### src/rtl/demux_sched_pkg.sv
// Shared types and constants for the demux bit scheduler.
//   state_e     : FSM states (IDLE, SHIFT, GAP)
//   CH0..CH3    : destination channel codes
//   CNT_W       : width of each per-channel delivered-word counter
//   NUM_CH      : number of demux outputs
package demux_sched_pkg;

  typedef enum logic [1:0] {
    ST_IDLE  = 2'd0,
    ST_SHIFT = 2'd1,
    ST_GAP   = 2'd2
  } state_e;

  localparam logic [1:0] CH0 = 2'd0;
  localparam logic [1:0] CH1 = 2'd1;
  localparam logic [1:0] CH2 = 2'd2;
  localparam logic [1:0] CH3 = 2'd3;

  localparam int CNT_W  = 8;
  localparam int NUM_CH = 4;

endpackage

### src/rtl/demux_chan_counter.sv
// Bank of four wrapping delivered-word counters, one per demux channel.
//   clk      : rising-edge clock
//   rst_n    : asynchronous active-low reset, clears all counters
//   inc      : increment the counter selected by ch this cycle
//   ch       : channel to increment
//   chan_cnt : flattened counters, channel n in bits [CNT_W*n +: CNT_W]
module demux_chan_counter
  import demux_sched_pkg::*;
(
  input  logic                    clk,
  input  logic                    rst_n,
  input  logic                    inc,
  input  logic [1:0]              ch,
  output logic [NUM_CH*CNT_W-1:0] chan_cnt
);

  logic [NUM_CH-1:0][CNT_W-1:0] cnt_q;

  for (genvar g = 0; g < NUM_CH; g++) begin : g_cnt
    always_ff @(posedge clk or negedge rst_n) begin
      if (!rst_n) begin
        cnt_q[g] <= '0;
      end else if (inc && (ch == 2'(g))) begin
        // Natural modulo-2^CNT_W wrap.
        cnt_q[g] <= cnt_q[g] + 1'b1;
      end
    end
  end

  assign chan_cnt = cnt_q;

endmodule

### src/rtl/demux_bit_scheduler.sv
// Serialises destination-tagged words MSB-first onto a 1-to-4 demux input,
// holding the demux select stable for the whole word plus trailing gap.
//   clk, rst_n : clock, asynchronous active-low reset
//   din        : word to serialise          dest      : channel 0..3
//   din_valid  : din/dest valid             din_ready : accepting (IDLE only)
//   ser_out    : registered serial bit      s1, s0    : registered select
//   busy       : in SHIFT or GAP            done      : pulse after last bit
//   chan_cnt   : four 8-bit delivered-word counters, channel n at [8n+7:8n]
module demux_bit_scheduler
  import demux_sched_pkg::*;
#(
  parameter int DATA_W = 8,
  parameter int GAP    = 1
) (
  input  logic              clk,
  input  logic              rst_n,
  input  logic [DATA_W-1:0] din,
  input  logic [1:0]        dest,
  input  logic              din_valid,
  output logic              din_ready,
  output logic              ser_out,
  output logic              s1,
  output logic              s0,
  output logic              busy,
  output logic              done,
  output logic [31:0]       chan_cnt
);

  localparam int BW = (DATA_W > 1) ? $clog2(DATA_W) : 1;

  state_e            state_q;
  // Remaining (not yet emitted) bits, left-aligned so the next bit is the MSB.
  logic [DATA_W-1:0] shreg_q;
  logic [BW-1:0]     bit_cnt_q;
  logic [3:0]        gap_cnt_q;
  logic [1:0]        sel_q;
  logic              ser_q;
  logic              done_q;
  logic              last_bit;

  assign last_bit = (state_q == ST_SHIFT) && (bit_cnt_q == '0);

  always_ff @(posedge clk or negedge rst_n) begin
    if (!rst_n) begin
      state_q   <= ST_IDLE;
      shreg_q   <= '0;
      bit_cnt_q <= '0;
      gap_cnt_q <= '0;
      sel_q     <= CH0;
      ser_q     <= 1'b0;
      done_q    <= 1'b0;
    end else begin
      done_q <= 1'b0;
      unique case (state_q)
        ST_IDLE: begin
          ser_q <= 1'b0;
          if (din_valid) begin
            // MSB goes straight to the output register so it is on the
            // line in the first cycle after the handshake.
            ser_q     <= din[DATA_W-1];
            shreg_q   <= din << 1;
            sel_q     <= dest;
            bit_cnt_q <= BW'(DATA_W - 1);
            state_q   <= ST_SHIFT;
          end
        end
        ST_SHIFT: begin
          if (bit_cnt_q == '0) begin
            ser_q     <= 1'b0;
            done_q    <= 1'b1;
            gap_cnt_q <= 4'(GAP - 1);
            state_q   <= (GAP > 0) ? ST_GAP : ST_IDLE;
          end else begin
            ser_q     <= shreg_q[DATA_W-1];
            shreg_q   <= shreg_q << 1;
            bit_cnt_q <= bit_cnt_q - 1'b1;
          end
        end
        ST_GAP: begin
          ser_q <= 1'b0;
          if (gap_cnt_q == '0) state_q   <= ST_IDLE;
          else                 gap_cnt_q <= gap_cnt_q - 1'b1;
        end
        default: state_q <= ST_IDLE;
      endcase
    end
  end

  // Counter bumps on the same edge that raises done, using the held select.
  demux_chan_counter u_cnt (
    .clk      (clk),
    .rst_n    (rst_n),
    .inc      (last_bit),
    .ch       (sel_q),
    .chan_cnt (chan_cnt)
  );

  assign din_ready = (state_q == ST_IDLE);
  assign busy      = (state_q != ST_IDLE);
  assign ser_out   = ser_q;
  assign s1        = sel_q[1];
  assign s0        = sel_q[0];
  assign done      = done_q;

endmodule

### config.mk
export PLATFORM = sky130hd
export DESIGN_NAME = demux_bit_scheduler
export DESIGN_NICKNAME = d
export VERILOG_FILES = /design/src/rtl/demux_sched_pkg.sv /design/src/rtl/demux_chan_counter.sv /design/src/rtl/demux_bit_scheduler.sv
export SDC_FILE = /design/constraint.sdc
export NUM_CORES = 1
export LEC_CHECK = 0
export ABC_CLOCK_PERIOD_IN_PS = 1900
export BUFFER_PORTS_ARGS = -buffer_cell sky130_fd_sc_hd__buf_2
export CORE_MARGIN = 2
export CORE_UTILIZATION = 49
export DETAILED_ROUTE_END_ITERATION = 10
export GPL_TIMING_DRIVEN = 0
export PLACE_DENSITY = 0.82
export SYNTH_ARGS = -nofsm -noshare
export SYNTH_HDL_FRONTEND = slang
export SYNTH_SLANG_ARGS = --single-unit
### constraint.sdc
create_clock -name clk -period 1.9 [get_ports clk]
set_clock_uncertainty 0.05 [all_clocks]
set_input_delay 0.285 -clock clk [delete_from_list [all_inputs] [get_ports clk]]
set_output_delay 0.285 -clock clk [all_outputs]
set_load 0.02 [all_outputs]
* After elaboration in Yosys (flattened, before gate mapping)
Index checks and enable logic that the tools add are counted. Widths: inputs -> output; s select.
Word-level totals: register bits after elaboration 53, output and inout port bits 38, logic and storage cells 62, input port bits 13
Cells by class: reductions and logical operators 17, add/subtract/negate cells 6, muxes and demuxes 18, equality and inequality tests 10
Operators by type and width (number):
- $add 8x1->8 const B | 4
- $mux 8 | 2
- $pmux 8 s2 | 1
- $reduce_and 3->1 | 3
- $mux 4 | 2
- $ne 2x2->1 const B | 4
- $pmux 4 s2 | 1
- $eq 2x2->1 const B | 3
- $mux 2 | 3
- $mux 3 | 2
- $pmux 2 s3 | 1
- $pmux 3 s2 | 1
- $reduce_bool 2->1 | 3
- $logic_and 1x1->1 | 5
- $eq 2x1->1 const B | 2
- $logic_not 2->1 | 2
- $logic_not 4->1 | 1
- $mux 1 | 4
- $sub 4x1->4 const B | 1
- $logic_not 3->1 | 1
- $pmux 1 s3 | 1
- $reduce_bool 3->1 | 1
- $sub 3x1->3 const B | 1
- $ne 2x1->1 const B | 1
- $reduce_and 2->1 | 1

* Longest topological paths before layout
depth in word-level cells 3, gate-level depth with buffers 9, mapped depth without buffers 7

* By module
A second synthesis with hierarchy kept.
Unflattened totals: cells, all modules 237, area total of the unflattened synthesis 2596.2 um2
By module, submodules not included:
- demux_chan_counter | cells each 118, area an instance 1425.1 um2, instances 1, sequential area each 800.8 um2
- demux_bit_scheduler | cells each 119, area an instance 1171.1 um2, instances 1, sequential area each 500.5 um2

* Least setup slack after synthesis
Ideal clock, no wire load.
path kind register -> register, start point reg bit_cnt_q[0], end point reg shreg_q[4], data arrival time 1661 ps, buffers on the path 2, stages on the path, launching flop included 10, period minus slack after synthesis 1788 ps, library setup time 77 ps, slack 112 ps, data required time 1773 ps, cells stage by stage dfrtp_1 > inv_1 > ha_1 > ha_1 > buf_4 > and2_1 > nor3_2 > buf_2 > nor2_1 > a21oi_1
Between the ends: longest elaborated chain between the ends 3
Ends and longest elaborated chain:
- start: declaration | line demux_bit_scheduler.sv:34 | logic [BW-1:0] bit_cnt_q;
- start signal: assignment | line demux_bit_scheduler.sv:63 | bit_cnt_q <= BW'(DATA_W - 1);
- start signal: assignment | line demux_bit_scheduler.sv:76 | bit_cnt_q <= bit_cnt_q - 1'b1;
- $logic_not 3->1 | line demux_bit_scheduler.sv:68 | if (bit_cnt_q == '0) begin
- $ne 2x2->1 (no line)
- $reduce_and 3->1 (no line)
- end signal: assignment | line demux_bit_scheduler.sv:61 | shreg_q <= din << 1;
- end signal: assignment | line demux_bit_scheduler.sv:75 | shreg_q <= shreg_q << 1;
- end: declaration | line demux_bit_scheduler.sv:33 | logic [DATA_W-1:0] shreg_q;
No other way between the ends. A chain may end at the register's enable or synchronous reset.

* Worst setup path in the final report
start point reg state_q[1], end point reg u_cnt.cnt_q (netlist bit u_cnt.chan_cnt[6])
Between the ends: longest elaborated chain between the ends 3
Ends and longest elaborated chain:
- start: declaration | line demux_bit_scheduler.sv:31 | state_e state_q;
- start signal: assignment | line demux_bit_scheduler.sv:72 | state_q <= (GAP > 0) ? ST_GAP : ST_IDLE;
- $eq 2x1->1 | line demux_bit_scheduler.sv:41 | assign last_bit = (state_q == ST_SHIFT) && (bit_cnt_q == '0);
- $logic_and 1x1->1 | line demux_bit_scheduler.sv:41
- $logic_and 1x1->1 | line demux_chan_counter.sv:23 | end else if (inc && (ch == 2'(g))) begin
- end signal: indexed assignment | line demux_chan_counter.sv:25 | cnt_q[g] <= cnt_q[g] + 1'b1;
- end: declaration | line demux_chan_counter.sv:17 | logic [NUM_CH-1:0][CNT_W-1:0] cnt_q;
No other way between the ends.

==> flow_summary_export.csv <==
group,metric,value,unit
status,status,"complete, no violations",
floorplanning,coreArea,4790,um^2
min_path,hold_class,"input port to asynchronous set/reset pin",
timing,tns,0,ps
synth,post_synth_fa_ha_maj_area_fraction,5.58,%
floorplanning,die_area,5620,um^2
cells_and_area,stdcell_count,355,
critical_path,worstPathCellList,"inv_1 -> ha_2 -> buf_6 -> and4bb_2 -> and3_4 -> nand4_1 -> xnor2_1",
cts,clk_path_buf_depth,2,
timing,fmax,0.539,GHz
timing,setup_ws,43.2,ps
timing,worst_slew_pin_slew,1120,ps
cts,clkLatencyLatePin,310,ps
grt,grt.total_usage,17.5,%
power,p_comb_share,37.3,%
placement,placed_area,2800,um^2
cts,cts_buffers,5,
timing,post-route-period-util,97.7,%
critical_path,endpoint_kind,"register",
critical_path,critPathLaunchType,"register",
synth,synth-xor-area-share,9.94,%
routing,wl_per_cell,13.2,um
timing,finalHoldViolCount,0,
critical_path,reg2reg_depth,7,
placement,dp_worst_setup_slack,-112,ps
critical_path,crit_slowest_cell,"dfrtp_1",
floorplanning,rows,25,
cells_and_area,multi_input_area,1160,um^2
power,p_leak,1.56,nW
synth,synth_top_family_by_area,"simple AND/OR/NAND/NOR gates",
floorplanning,start_util,51.5,%
cts,root_buffer,"clkbuf_8",
timing,rsz0062_at_grt,"yes",
grt,grt_pass1_wl,7600,um
synth,synthesis.area,2470,um^2
cells_and_area,area_delta_synth_final,23.0,%
grt,antenna_found_initial,0,
power,p_sw_share,35.3,%
routing,drt_iter0_drc,74,
routing,firstDrtPassIters,4,
power,power.share.sequential,42.1,%
placement,port_buffers,50,
critical_path,cp_slowest_stage_delay,430,ps
critical_path,cp.required,2050,ps
power,power.share.clock,20.6,%
cells_and_area,diodes,0,
synth,ys_seq_area_share,52.8,%
critical_path,crit_path_end,"u_cnt.chan_cnt[6]",
critical_path,worst-path-buf-inv,2,
routing,viasPerCell,5.27,
placement,dp_cells,342,
floorplanning,die_w,74.9,um
timing,slew_headroom,25.6,%
cts,hold_buffers,0,
placement,dp_hpwl,3330,um
routing,drt-total-wl,4680,um
power,switchingPower,1.23,mW
power,power.density,1150,nW/um^2
timing,period_needed,1860,ps
critical_path,critPathKind,"register to register",
cells_and_area,register_area,1300,um^2
cells_and_area,nFillCells,384,
cts,cts_tree,"built",
grt,overflow,0,
cells_and_area,nNetsFinal,313,
grt,grt_max_degree,53,
placement,gp_congestion,0.753,
timing,slew_violations,0,
critical_path,rr_endpoint,"u_cnt.chan_cnt[6]",
cells_and_area,final_area,3030,um^2
critical_path,crit_family,"simple AND/OR/NAND/NOR gates",
cts,cts_sinks,52,
floorplanning,die_h,74.9,um
synth,synth-simple-area-share,15.5,%
timing,setup_violations,0,
cts,htreeDepth,2,
critical_path,path_max_fanout,10,
synth,syn_area_per_cell,11.0,um^2
synth,synth-compound-area-share,6.70,%
synth,synth.ff_latch_count,52,
synth,synthesis.instances,225,
synth,syn_nets,249,
critical_path,ff2ff_setup_slack,40,ps
grt,first_global_vias,1787,
routing,dr_total_vias,1871,
cts,cts.clk_slew.worst_paths,90,ps
synth,yosys_warnings,0,
floorplanning,io_pins,51,
flow_run,maxCapViolations,0,
critical_path,worstPathArrival,2000,ps
cells_and_area,utilization,63.4,%
critical_path,cp.depth,7,
routing,ant_nets,0,
synth,yosysUniqueCellTypes,34,
routing,drc,0,
cells_and_area,drive_gt1_share,30.9,%
synth,synth.mux.area_fraction,6.39,%
power,p_int,2.25,mW
critical_path,worstSetupStartpoint,"state_q[1]",
power,peakVddDrop,0.00103,V
critical_path,timing.rr.start,"state_q[1]",
-- layout by cell type, fill, tap and decap left out, types with 2 or more instances in the layout --
cell / instances
o21ai_0: 7
xor2_1: 7
ha_2: 2
nor3_1: 3
and3_1: 6
a21oi_1: 12
xnor2_1: 21
clkbuf_8: 5
nor2_1: 14
nand2b_1: 3
inv_1: 13
buf_4: 5
mux2_2: 6
buf_2: 52
nand3_1: 9
mux2i_1: 9
dfrtp_1: 52
nand2_1: 18
buf_6: 3
nand4_1: 7
ha_1: 8
-- power by group through the flow --
| stage | registers, mW | logic, mW | clock network, mW |
|---|---|---|---|
| 2_1_floorplan | 1.51 | 0.788 | 0 |
| 3_3_place_gp | 1.47 | 1.09 | 0 |
| 3_5_place_dp | 1.48 | 1.13 | 0 |
| 4_1_cts | 1.46 | 1.23 | 0.741 |
| 5_1_grt | 1.49 | 1.43 | 0.778 |
| 6_report | 1.46 | 1.30 | 0.717 |
-- synthesized netlist by cell type --
cell	n	area share, %
nor3_2	1	0.41
o22ai_1	1	0.25
dfrtp_1	52	53
and3_1	7	1.8
clkbuf_1	1	0.15
nand2b_1	4	1.0
inv_1	13	2.0
and4bb_2	1	0.51
nand2_1	18	2.7
mux2i_1	9	3.7
a21oi_1	12	2.4
nor2b_1	2	0.51
a41oi_1	1	0.36
and4b_1	2	0.81
nor2_1	15	2.3
nor4_1	1	0.25
nand3_1	9	1.8
a221oi_1	1	0.36
and2_1	1	0.25
and4_1	2	0.71
nor3_1	3	0.61
buf_4	2	0.61
nand4_1	7	1.8
xor2_1	7	2.5
a22o_1	1	0.36
mux2_2	6	2.7
a22oi_1	1	0.30
o2bb2ai_1	1	0.36
buf_2	2	0.41
xnor2_1	21	7.5
ha_1	11	5.6
a41o_1	1	0.41
o21ai_0	8	1.6
a31oi_1	1	0.25
-- registers in the layout, indices dropped and copies added, names as in the netlist --
register	count
u_cnt.chan_cnt	32
shreg_q	7
gap_cnt_q	4
bit_cnt_q	3
sel_q	2
state_q	2
done	1
ser_out	1
-- what timing repair did --
action	4_1_cts	5_1_grt
cloned	1	1
endpoints found under the setup margin	11	21
pin swaps	2	1
buffers inserted	3	2
gates resized for setup	8	18
-- per-stage QoR --
stage | power (mW) | hold WS (ps)
final | 3.47 | 139
after CTS | 3.43 | 154
after floorplan | 2.30 | -60.6
after detailed placement | 2.61 | 407
after global routing | 3.70 | 170
after global placement | 2.56 | 402
-- routing by layer --
layer	GRT usage [%]	vias up	routed length (um)
met4	6.15	0	68
met3	4.15	8	198
met2	29.3	44	2330
met5	0	-	0
li1	-	900	-
met1	22.3	919	2080
-- area by class of cell --
type | instances | area share (%)
well taps | 67 | 2.76
clock buffers | 5 | 2.27
multi-input cells | 155 | 38.1
flip-flops and latches | 52 | 42.9
repair buffers | 57 | 9.81
inverters | 13 | 1.61
clock inverters | 1 | 0.990
plain buffers | 5 | 1.53
-- cells by family (layout without fill, tap and decap cells) --
| kind of cell | Yosys count | after routing |
|---|---|---|
| DFF | 52 | 52 |
| adders and majority gates | 11 | 11 |
| AOI/OAI and AO/OA | 28 | 28 |
| buffers and inverters | 18 | 81 |
| xor gates and xnor gates | 28 | 28 |
| muxes | 15 | 15 |
| and+or+nand+nor | 73 | 73 |
-- how the worst min path moves through the flow --
stage,start,endpoint
2_1_floorplan,rst_n,bit_cnt_q[0]
3_5_place_dp,u_cnt.chan_cnt[23],u_cnt.chan_cnt[23]
5_1_grt,dest[1],sel_q[1]
3_3_place_gp,u_cnt.chan_cnt[31],u_cnt.chan_cnt[31]
4_1_cts,dest[0],sel_q[0]
6_report,rst_n,u_cnt.chan_cnt[5]
No activity file was read; power rests on OpenSTA's default activity.
